### config.mk
export PLATFORM = sky130hd
export DESIGN_NAME = multicycle_alu
export DESIGN_NICKNAME = d
export VERILOG_FILES = /design/src/rtl/multicycle_alu.sv
export SDC_FILE = /design/constraint.sdc
export NUM_CORES = 1
export LEC_CHECK = 0
export BUFFER_PORTS_ARGS = -buffer_cell sky130_fd_sc_hd__buf_2
export CAP_MARGIN = 25
export CORE_MARGIN = 5
export CORE_UTILIZATION = 34
export CTS_CLUSTER_SIZE = 8
export DETAILED_ROUTE_END_ITERATION = 10
export GPL_ROUTABILITY_DRIVEN = 0
export PLACE_DENSITY = 0.57
export SYNTH_ARGS = -nofsm -noshare
export SYNTH_HDL_FRONTEND = slang
export SYNTH_SLANG_ARGS = --single-unit
export TNS_END_PERCENT = 5
### constraint.sdc
create_clock -name clk -period 7.1 [get_ports clk]
set_clock_uncertainty 0.1 [all_clocks]
set_input_delay 2.13 -clock clk [delete_from_list [all_inputs] [get_ports clk]]
set_output_delay 2.13 -clock clk [all_outputs]
set_load 0.005 [all_outputs]
### src/rtl/multicycle_alu.sv
// Execution-stage ALU: single-cycle logic/ADD/SUB, iterative shift-add MUL and restoring DIV.
// Single-cycle ops finish the cycle after start; MUL/DIV hold busy for WIDTH cycles, and start is ignored while busy.
module multicycle_alu #(
  parameter int WIDTH = 32
) (
  input  logic             clk,
  input  logic             rst_n,
  input  logic             start,
  input  logic [3:0]       ALU_Control,
  input  logic [WIDTH-1:0] src_a,
  input  logic [WIDTH-1:0] src_b,
  output logic             busy,
  output logic             done,
  output logic [WIDTH-1:0] result,
  output logic             zero,
  output logic             div_by_zero
);

  localparam int CW = $clog2(WIDTH + 1);

  localparam logic [3:0] OP_ADD = 4'b0000;
  localparam logic [3:0] OP_SUB = 4'b0001;
  localparam logic [3:0] OP_MUL = 4'b0010;
  localparam logic [3:0] OP_DIV = 4'b0011;
  localparam logic [3:0] OP_AND = 4'b0100;
  localparam logic [3:0] OP_OR  = 4'b0101;
  localparam logic [3:0] OP_XOR = 4'b0110;
  localparam logic [3:0] OP_NOT = 4'b0111;

  typedef enum logic {S_IDLE, S_RUN} state_t;

  state_t           r_state;
  state_t           w_state_nxt;
  logic [CW-1:0]    r_cnt;
  logic             r_is_div;
  logic [WIDTH-1:0] r_a;      // multiplicand, or dividend shifting out / quotient shifting in
  logic [WIDTH-1:0] r_b;      // multiplier, or divisor
  logic [WIDTH-1:0] r_acc;    // product accumulator, or partial remainder
  logic [WIDTH-1:0] r_result;
  logic             r_zero;
  logic             r_dbz;
  logic             r_done;

  logic             w_accept;
  logic             w_launch;
  logic             w_single;
  logic             w_finish;
  logic [WIDTH-1:0] w_single_res;
  logic             w_single_dbz;
  logic [WIDTH-1:0] w_mul_acc;
  logic [WIDTH:0]   w_rem_sh;
  logic [WIDTH+1:0] w_trial;
  logic             w_div_neg;
  logic [WIDTH-1:0] w_rem_nxt;
  logic [WIDTH-1:0] w_quo_nxt;
  logic [WIDTH-1:0] w_fin_res;

  always_ff @(posedge clk) begin
    if (!rst_n) begin
      r_state <= S_IDLE;
    end else begin
      r_state <= w_state_nxt;
    end
  end

  always_comb begin
    w_state_nxt = r_state;
    w_accept    = 1'b0;
    w_launch    = 1'b0;
    w_finish    = 1'b0;
    case (r_state)
      S_IDLE: begin
        if (start) begin
          w_accept = 1'b1;
          if (ALU_Control == OP_MUL || (ALU_Control == OP_DIV && src_b != '0)) begin
            w_launch    = 1'b1;
            w_state_nxt = S_RUN;
          end
        end
      end
      S_RUN: begin
        if (r_cnt == CW'(1)) begin
          w_finish    = 1'b1;
          w_state_nxt = S_IDLE;
        end
      end
      default: w_state_nxt = S_IDLE;
    endcase
  end

  assign w_single = w_accept & ~w_launch;

  always_comb begin
    w_single_res = '0;
    w_single_dbz = 1'b0;
    case (ALU_Control)
      OP_ADD: w_single_res = src_a + src_b;
      OP_SUB: w_single_res = src_a - src_b;
      OP_DIV: begin
        // Only reaches here with a zero divisor
        w_single_res = '1;
        w_single_dbz = 1'b1;
      end
      OP_AND: w_single_res = src_a & src_b;
      OP_OR:  w_single_res = src_a | src_b;
      OP_XOR: w_single_res = src_a ^ src_b;
      OP_NOT: w_single_res = ~src_a;
      default: w_single_res = '0;
    endcase
  end

  // One iteration of each engine; the finishing cycle takes its result straight from here
  assign w_mul_acc = r_acc + (r_b[0] ? r_a : '0);
  assign w_rem_sh  = {r_acc, r_a[WIDTH-1]};
  assign w_trial   = {1'b0, w_rem_sh} - {2'b00, r_b};
  assign w_div_neg = w_trial[WIDTH+1];
  assign w_rem_nxt = w_div_neg ? w_rem_sh[WIDTH-1:0] : w_trial[WIDTH-1:0];
  assign w_quo_nxt = {r_a[WIDTH-2:0], ~w_div_neg};
  assign w_fin_res = r_is_div ? w_quo_nxt : w_mul_acc;

  always_ff @(posedge clk) begin
    if (!rst_n) begin
      r_cnt    <= '0;
      r_is_div <= 1'b0;
      r_a      <= '0;
      r_b      <= '0;
      r_acc    <= '0;
      r_result <= '0;
      r_zero   <= 1'b1;
      r_dbz    <= 1'b0;
      r_done   <= 1'b0;
    end else begin
      r_done <= 1'b0;
      if (w_launch) begin
        r_a      <= src_a;
        r_b      <= src_b;
        r_acc    <= '0;
        r_cnt    <= CW'(WIDTH);
        r_is_div <= (ALU_Control == OP_DIV);
      end else if (r_state == S_RUN) begin
        r_cnt <= r_cnt - CW'(1);
        if (r_is_div) begin
          r_acc <= w_rem_nxt;
          r_a   <= w_quo_nxt;
        end else begin
          r_acc <= w_mul_acc;
          r_a   <= r_a << 1;
          r_b   <= r_b >> 1;
        end
      end

      if (w_single) begin
        r_result <= w_single_res;
        r_zero   <= (w_single_res == '0);
        r_dbz    <= w_single_dbz;
        r_done   <= 1'b1;
      end else if (w_finish) begin
        r_result <= w_fin_res;
        r_zero   <= (w_fin_res == '0);
        r_dbz    <= 1'b0;
        r_done   <= 1'b1;
      end
    end
  end

  assign busy        = (r_state == S_RUN);
  assign done        = r_done;
  assign result      = r_result;
  assign zero        = r_zero;
  assign div_by_zero = r_dbz;

endmodule

# == Word level (Yosys, flattened, before mapping) ==
# Index checks and enable logic that the tools add are counted.
# W data, S select, Z words.
# word_totals
regBits,139
latchBits,0
ram_bits,0
rom_bits,0
output_inout_bits,36
n_memories,0
# op_classes
addsub,5
mul,0
n_div,0
n_lt_le_gt_ge,0
eq_ne,9
shifts,0
muxes,31
n_bitwise,9
reduce_logical,10
# op_table
cell,n
$mux W32,11
$pmux W32 S7,1
$add A32 B32 Y32,2
$logic_not A32 Y1,2
$sub A33 B32 Y34,1
$and A32 B32 Y32,1
$not A32 Y32,1
$or A32 B32 Y32,1
$reduce_bool A32 Y1,1
$sub A32 B32 Y32,1
$xor A32 B32 Y32,1
$eq A4 B3 Y1 const B,4
$mux W1,16
$mux W6,2
$eq A4 B2 Y1 const B,2
$eq A6 B1 Y1 const B,1
$sub A6 B1 Y6 const B,1
$eq A4 B1 Y1 const B,1
$logic_not A4 Y1,1
$not A1 Y1,4
$reduce_bool A2 Y1,2
$ne A2 B1 Y1 const B,1
$pmux W1 S2,1
$reduce_and A2 Y1,1
4 further kinds,4

# == Depth between registers and ports, before layout ==
# Gate-level depths: netlist of the first run.
# logic_depth
word_depth,9
depth_mapped,22
depth_no_buf,19

# == Least setup slack after synthesis of the first run ==
# No wires, ideal clock.
# synth_timing
path_type,input-to-reg
from,in ALU_Control[0]
to,"reg r_zero, in the netlist zero"
arrival_time_ps,6662
slack_ps,274
path_stages,21
n_path_buf,6
cell_sequence,clkbuf_1 clkbuf_1 buf_1 clkbuf_1 buf_1 nand2_1 clkbuf_1 o41ai_1 xnor2_1 ha_1 a21o_1 a211oi_1 nand3_1 a41o_1 a21oi_1 xor2_1 o221ai_1 a2111o_1 nor4_1 nand4b_1 nand4_1
# synth_between
elab_chain_len,9
# synth_rtl
element,line,source
"start, declared",9,"input logic [3:0] ALU_Control,"
$eq A4 B2 Y1,"75, 96",
$logic_and A1 B1 Y1,75,if (ALU_Control == OP_MUL || (ALU_Control == OP_DIV && src_b != '0)) begin
$logic_or A1 B1 Y1,75,
$mux W1,75,
$mux W1,73,if (start) begin
$mux W1,71,case (r_state)
$not A1 Y1,91,assign w_single = w_accept & ~w_launch;
$and A1 B1 Y1,91,
$mux W1 / $reduce_bool A2 Y1 (equally long branches),n/a,
"end signal, assigned",154,r_zero <= (w_single_res == '0);
"end signal, assigned",159,r_zero <= (w_fin_res == '0);
"end, declared",40,logic r_zero;
# Several ways; a longest one is shown, not always the timed one.
# A chain may end at the register's enable or synchronous reset.

# == Worst setup path after layout of the first run ==
# layout_timing
from,in src_b[1]
to,"reg r_zero, in the netlist zero"
# layout_between
elab_chain_len,9
# layout_rtl
element,line,source
"start, declared",11,"input logic [WIDTH-1:0] src_b,"
"parallel branches: the longest is 9 deep, another holds $sub A32 B32 Y32",n/a,
# Several ways; the timed one is not identified.

==> results of run 1 <==
[placed cells by master, fill, tap and decap left out, drive strengths merged, types with 20 or more instances in the layout]
cell / n
a211oi: 100
xor2: 31
clkbuf: 20
nand2b: 27
a31oi: 22
nand3: 60
ha: 162
nor3: 40
nor2: 221
inv: 140
buf: 153
xnor2: 75
a21oi: 201
dfxtp: 139
nand2: 174
a21o: 34
mux2i: 63
and2: 49
o21ai: 118
[power groups by stage]
stage	Sequential, W	Clock [W]	Combinational (W)
floorplan	0.000843	0	0.000607
global placement	0.000853	0	0.000848
detailed placement	0.000854	0	0.000859
CTS	0.000836	0.000922	0.000864
global route	0.000839	0.000958	0.000956
finish	0.000837	0.000910	0.000876
[worst min-delay path, delay by kind of cell, from the launching register on]
| family | cells | cell delay [ps] |
|---|---|---|
| flip-flops | 1 | 310 |
| AND/OR/NAND/NOR | 1 | 60 |
| AO/OA/AOI/OAI | 1 | 50 |
[through the flow]
| stage | power (W) | setup slack, ps |
|---|---|---|
| after floorplan | 0.001449 | 273.7 |
| after global placement | 0.001702 | 418.1 |
| after detailed placement | 0.001713 | 354.4 |
| after CTS | 0.002622 | 794.7 |
| after global routing | 0.002754 | 491.6 |
| final | 0.002624 | 712.3 |
[cell families (layout without fill, tap and decap cells)]
kind of cell | after synthesis | in the layout
compound gates | 683 | 683
buf+inv | 260 | 324
mux | 76 | 76
flops | 139 | 139
fa+ha+maj | 165 | 165
xor+xnor | 106 | 106
simple gates | 665 | 665
[final timing paths]
path,slack (ps),endpoint
hold / removal,360,result[1]
setup reg to reg,2290,zero
hold reg to reg,360,result[1]
setup / recovery,710,zero
[area by class of cell]
cell class,count,area (sq um)
clock inverters,12,140.1
inverters,139,523.0
clock buffers,20,446.7
multi-input cells,1695,11580
repair buffers,153,883.3
well taps,592,740.7
fillers,4629,27320
flip-flops and latches,139,2785
[flip-flops by register name (all words and copies together), names as in the netlist]
| signal | flops |
|---|---|
| div_by_zero | 1 |
| r_b | 32 |
| busy | 1 |
| r_acc | 32 |
| r_a | 32 |
| r_is_div | 1 |
| r_cnt | 6 |
| done | 1 |
| result | 32 |
| zero | 1 |
[per-layer routing]
metal	wire length [um]	global-route usage	vias to the layer above
met5	0	0	-
met4	1401	0.05926	0
met3	3745	0.02026	79
met2	25040	0.3464	662
met1	25500	0.3036	7582
li1	-	-	7728
==> results.cfg, run 1 <==
[outcome]
status = finished clean

[synth]
synth_edf_count = 0
synth_top_area_frac = 0.1819
ys_ff_latch = 139
netlist_area_sq_um = 15300
yosys_most_used_dff = dfxtp_1
synth_compound_area_frac = 0.2943
yosysMostFrequentCell = nor2_1
synthSimpleGateAreaFrac = 0.2060
syn_nets = 2330
avgSynthCellArea_sq_um = 7.307
synth-xor-area-share = 0.06068
synth_top_area_cell = dfxtp_1
synth_top_family_by_area = compound AO/OA/AOI/OAI gates
synthCells = 2094
ys_seq_area_frac = 0.1819
synthMuxAreaShare = 0.05667
synth_cell_types = 82
synth_common_cells = 221 x nor2_1, 201 x a21oi_1, 174 x nand2_1, 162 x ha_1, 139 x dfxtp_1
synth_fa_ha_area_frac = 0.1364
yosys-top-cells-area = dfxtp_1 18%, ha_1 13%, a21oi_1 6.6%
ys_warn_count = 0
async_flop_share = 0

[sta]
maxSlewViolCount = 0
period_share = 0.8997
fin_setup_tns_ps = 0
worst_pin_slew_ps = 898.0
setup_viol = 0
hold_ws_ps = 363.5
rsz0062_at_grt = false
max_freq_ghz = 0.1566
hold_viol_final = 0
slew_headroom = 0.3994
period_needed_ps = 6388

[global_route]
grt_max_degree = 66
grt_use_total = 0.2137
grt_pass1_wl_um = 85440
grt_pass1_vias = 15030
gr-total-overflow = 0
antenna_found_initial = 0

[clock_network]
cts.sinks = 139
post-cts-setup-buffer-count = 0
cts_buffer_depth = 2
clk_pin_slew_ps = 70
cts-hold-fix-buffers = 0
h-tree-depth = 4
cts_tree = yes
cts_buffers = 17
root_buffer = clkbuf_16
clock_latency_ps = 450
ctsResizeCount = 0

[worst_setup_path]
critical_path_class = primary input to register
ff2ff_path_depth = 16
slowest_delay_ps = 540
worstReg2RegStart = r_b[0]
cp_cell_sequence = buf_2 > inv_1 > ha_1 > or4b_4 > o41ai_1 > xnor2_1 > ha_1 > a21o_1 > a211oi_1 > nand3_1 > a41o_1 > o21ai_1 > a41o_1 > xnor2_1 > a221oi_1 > o2111a_1 > nand4b_1 > nand4_1
crit_start = src_b[1]
path_buf_inv = 2
crit_family = compound AO/OA/AOI/OAI gates
required_ps = 7380
crit_arrival_ps = 6670
path_depth = 18
cpMaxStageDelayCell = or4b_4
startpoint_type = primary input
endpoint_kind = register
cp_max_fo = 6

[floorplan]
io_pins = 107
initial_core_util = 0.3445
fp.dieW_um = 222.1
num_rows = 77
die_h_um = 222.1
die-area_sq_um = 49350
core-area_sq_um = 44410

[worst_hold_path]
whs_path_depth = 2
hold_class = register to register
hold_path.startpoint = result[1]

[cells_and_area]
final_util = 0.3849
antenna_cells = 0
drive_gt1_frac = 0.1061
fin_area_sq_um = 17100
final_cells = 2750
areaGrowthSynthToFinish_pct = 11.73
fin_nets = 2381

[routing]
drtIter0Drc = 1597
drt-pass1-iter-count = 5
wire_per_inst_um = 20.25
drc = 0
routed_wirelength_um = 55680
routed_via_density = 5.837
num_vias = 16050
ant_nets = 0

[placed_design]
post-dp-hpwl_um = 43450
dpl_cell_area_sq_um = 16510
port_buffers = 106
dp_cells = 2718

[power]
p_clk_frac = 0.347
power_density_nw_per_um2 = 153.5
p_sw_frac = 0.3573
p_switching_w = 0.0009375
p_int_w = 0.001686
vdd_drop_max_mv = 0.09331
power_frac_seq = 0.319
p_comb_frac = 0.334
p_leak_nw = 7.252

[flow_run]
max-cap-violations = 0
Power figures use the tool's default switching activity.
==> run 2, diff against run 1 <==
RECOVER_POWER = 100   (was unset)
==> run 2 against run 1 <==
Effect of this change: the flow now finishes with violations (capacitance limit, slew limit); sequential power hardly changed; final cell count stayed put; register-to-register slack worse by 50 ps; sequential share of layout area increased by 0.094 points; non-clock buffer count stayed put; critical path type unchanged; largest cell class unchanged; highest routed layer unchanged.
==> results.cfg, run 2 (synthesis results as in run 1) <==
[routing]
drt-pass1-iter-count = 5
num_vias = 16050
ant_nets = 0
routed_wirelength_um = 55800
drc = 0
routed_via_density = 5.836
drtIter0Drc = 1485
wire_per_inst_um = 20.29

[clock_network]
cts.sinks = 139
root_buffer = clkbuf_16
h-tree-depth = 4
cts_buffers = 17
cts_buffer_depth = 2
clock_latency_ps = 460
clk_pin_slew_ps = 70
post-cts-setup-buffer-count = 0
cts-hold-fix-buffers = 0
cts_tree = yes
ctsResizeCount = 0

[sta]
maxSlewViolCount = 125
rsz0062_at_grt = false
slew_headroom = -0.2230
max_freq_ghz = 0.1536
period_needed_ps = 6510
fin_setup_tns_ps = 0
worst_pin_slew_ps = 1835
hold_viol_final = 0
period_share = 0.9169
setup_viol = 0
hold_ws_ps = 365.5

[cells_and_area]
final_cells = 2750
final_cell_mix = 219 x nor2_1, 201 x a21oi_1, 174 x nand2_1
final_util = 0.3827
areaGrowthSynthToFinish_pct = 11.10
fin_nets = 2381
mostFrequentLayoutCell = nor2_1
antenna_cells = 0
drive_gt1_frac = 0.08804

[floorplan]
die_h_um = 222.1
initial_core_util = 0.3445
num_rows = 77
die-area_sq_um = 49350
core-area_sq_um = 44410
io_pins = 107
fp.dieW_um = 222.1

[global_route]
grt_pass1_wl_um = 85440
grt_pass1_vias = 15030
antenna_found_initial = 0
grt_use_total = 0.2137
gr-total-overflow = 0
grt_max_degree = 66

[worst_hold_path]
hold_class = register to register

[worst_setup_path]
endpoint_kind = register
cp_max_fo = 6
critical_path_class = primary input to register
crit_arrival_ps = 6790
startpoint_type = primary input
required_ps = 7380

[power]
p_sw_frac = 0.3588
power_frac_seq = 0.319
p_comb_frac = 0.332
p_int_w = 0.001681
vdd_drop_max_mv = 0.09402
p_switching_w = 0.0009406
p_leak_nw = 7.099
power_density_nw_per_um2 = 154.2
p_clk_frac = 0.348

[outcome]
status = finished, violations left
violations = capacitance limit, slew limit

[flow_run]
max-cap-violations = 4

[placed_design]
post-dp-hpwl_um = 43450
port_buffers = 106
dp_cells = 2718
-- run 2: layout make-up --
cell class,count,area [sq um]
well taps,592,740.7
multi-input cells,1695,11550
flip-flops and latches,139,2785
clock buffers,20,446.7
fillers,4649,27420
clock inverters,12,140.1
repair buffers,153,814.5
inverters,139,523.0
-- run 2: worst paths after layout --
path         startpoint         to  slack, ps  cells after the start
max            src_b[1]       zero        590                     18
min reg2reg   result[1]  result[1]        370                      2
max reg2reg      r_b[0]       zero       2240                     16
min           result[1]  result[1]        370                      2
-- run 2: routing by layer --
metal	wire length, um	global-route usage	up-vias
met1	25670	0.3036	7601
met4	1461	0.05926	0
met2	25010	0.3464	636
met5	0	0	-
li1	-	-	7738
met3	3658	0.02026	74
-- run 2: through the flow --
step,power [W],area [sq um],setup WS [ps]
finish,0.002622,17000,590.2
global route,0.002749,17000,342.1
CTS,0.002622,17100,794.7
detailed placement,0.001713,16510,354.4
global placement,0.001702,16500,418.1
floorplan,0.001449,15300,273.7
-- run 2: power by group through the flow --
stage | registers (W) | clock network (W) | logic (W)
floorplan | 0.000843 | 0 | 0.000607
global placement | 0.000853 | 0 | 0.000848
detailed placement | 0.000854 | 0 | 0.000859
CTS | 0.000836 | 0.000922 | 0.000864
global route | 0.000839 | 0.000958 | 0.000951
finish | 0.000838 | 0.000913 | 0.000871
-- run 2: critical path: stages --
cell      delay, ps
clkbuf_1        120
inv_1           160
ha_1            230
or4b_1          610
o41ai_1         360
xnor2_1         170
ha_1            300
a21o_1          240
a211oi_1        360
nand3_1         210
a41o_1          370
o21ai_1         300
a41o_1          230
xnor2_1          60
a221oi_1        480
o2111a_1        260
nand4b_1        110
nand4_1         100
==> run 3, diff against run 2 <==
CORE_UTILIZATION = 45   (was 34)
PLACE_DENSITY = 0.7   (was 0.57)
==> run 3 against run 2 <==
Effect of this change: the flow still finishes with violations (capacitance limit, slew limit); worst setup slack worse by 50 ps; sequential power is essentially flat; first-iteration DRC count fell by 1.5%; die area down 23%; count of clock-buffer cells in the layout shrank 3; highest routed layer unchanged.
==> results.cfg, run 3 (synthesis results as in run 1) <==
[outcome]
status = finished, violations left
violations = capacitance limit, slew limit

[cells_and_area]
antenna_cells = 0
mostFrequentLayoutCell = nor2_1
final_cells = 2592
final_cell_mix = 220 x nor2_1, 201 x a21oi_1, 174 x nand2_1
n_fill_cell = 3364
fin_area_sq_um = 16750
drive_gt1_frac = 0.08629
final_util = 0.4995
areaGrowthSynthToFinish_pct = 9.469
register_area_sq_um = 2785
fin_nets = 2367
multi_input_area_sq_um = 11540

[global_route]
grt_max_degree = 75
gr-total-overflow = 0
antenna_found_initial = 0
grt_use_total = 0.2590
grt_pass1_vias = 14850
grt_pass1_wl_um = 80580

[routing]
ant_nets = 0
routed_wirelength_um = 51450
drtIter0Drc = 1463
num_vias = 16180
routed_via_density = 6.240
wire_per_inst_um = 19.85
drc = 0
drt-pass1-iter-count = 6

[clock_network]
post-cts-setup-buffer-count = 0
cts.sinks = 139
h-tree-depth = 4
ctsResizeCount = 0
cts_tree = yes
cts_buffer_depth = 2
root_buffer = clkbuf_16
cts-hold-fix-buffers = 0
clk_pin_slew_ps = 60
cts_buffers = 17
clock_latency_ps = 430

[sta]
rsz0062_at_grt = false
fin_setup_tns_ps = 0
hold_ws_ps = 357.6
max_freq_ghz = 0.1524
period_share = 0.9239
setup_viol = 0
hold_viol_final = 0
slew_headroom = -0.1845
period_needed_ps = 6560
worst_pin_slew_ps = 1777
maxSlewViolCount = 78

[power]
power_density_nw_per_um2 = 156.8
vdd_drop_max_mv = 0.1410
p_leak_nw = 7.081

[floorplan]
num_rows = 67
core-area_sq_um = 33530
io_pins = 107
die_h_um = 194.4
initial_core_util = 0.4563
fp.dieW_um = 194.4
die-area_sq_um = 37790

[worst_setup_path]
cp_cell_sequence = clkbuf_1 > buf_4 > nand2_1 > a41oi_1 > clkbuf_1 > nand2_1 > buf_4 > nor2_1 > clkbuf_4 > a211oi_1 > a211oi_1
startpoint_type = primary input
endpoint_kind = register
critical_path_class = primary input to register
required_ps = 7350
cpMaxStageDelayCell = clkbuf_1
cp_max_fo = 65
crit_arrival_ps = 6810
slowest_delay_ps = 1200

[flow_run]
max-cap-violations = 2

[worst_hold_path]
hold_class = register to register

[placed_design]
dp_cells = 2560
port_buffers = 106
post-dp-hpwl_um = 40390
dpl_cell_area_sq_um = 16230
run 3: worst max-delay path: cells and delay by family:
kind	cells	cell delay, ps
AO/OA/AOI/OAI	3	830
AND/OR/NAND/NOR	3	700
buffers and inverters	5	3010
run 3: cell type report:
type / count / share of cell area
inverter: 139 / 0.03115
multi-input combinational: 1695 / 0.6887
tap: 448 / 0.03347
timing repair buffer: 139 / 0.04385
clock buffer: 17 / 0.02540
clock inverter: 15 / 0.01113
sequential: 139 / 0.1663
run 3: per-stage QoR:
| stage | power (W) | setup WS, ps |
|---|---|---|
| detailed placement | 0.001686 | 394.1 |
| CTS | 0.002621 | 828.3 |
| global placement | 0.001670 | 517.1 |
| finish | 0.002627 | 540.4 |
| floorplan | 0.001449 | 273.7 |
| global route | 0.002747 | 205.6 |
run 3: where the power goes:
| part | internal [W] | switching, W |
|---|---|---|
| registers | 0.000809 | 0.0000300 |
| clock network | 0.000559 | 0.000381 |
| logic | 0.000337 | 0.000511 |
run 3: path summary, 6_finish.rpt:
kind / start / endpoint / slack, ps / cells after the start
hold / removal: result[1] / result[1] / 360 / 2
hold reg to reg: result[1] / result[1] / 360 / 2
setup / recovery: ALU_Control[1] / r_b[29] / 540 / 11
setup reg to reg: busy / r_acc[22] / 2250 / 8
run 3: routing by layer:
layer	GRT usage	part of all wire
met2	0.4083	0.44
met5	0	0
met4	0.09583	0.038
met1	0.3682	0.44
met3	0.02493	0.084
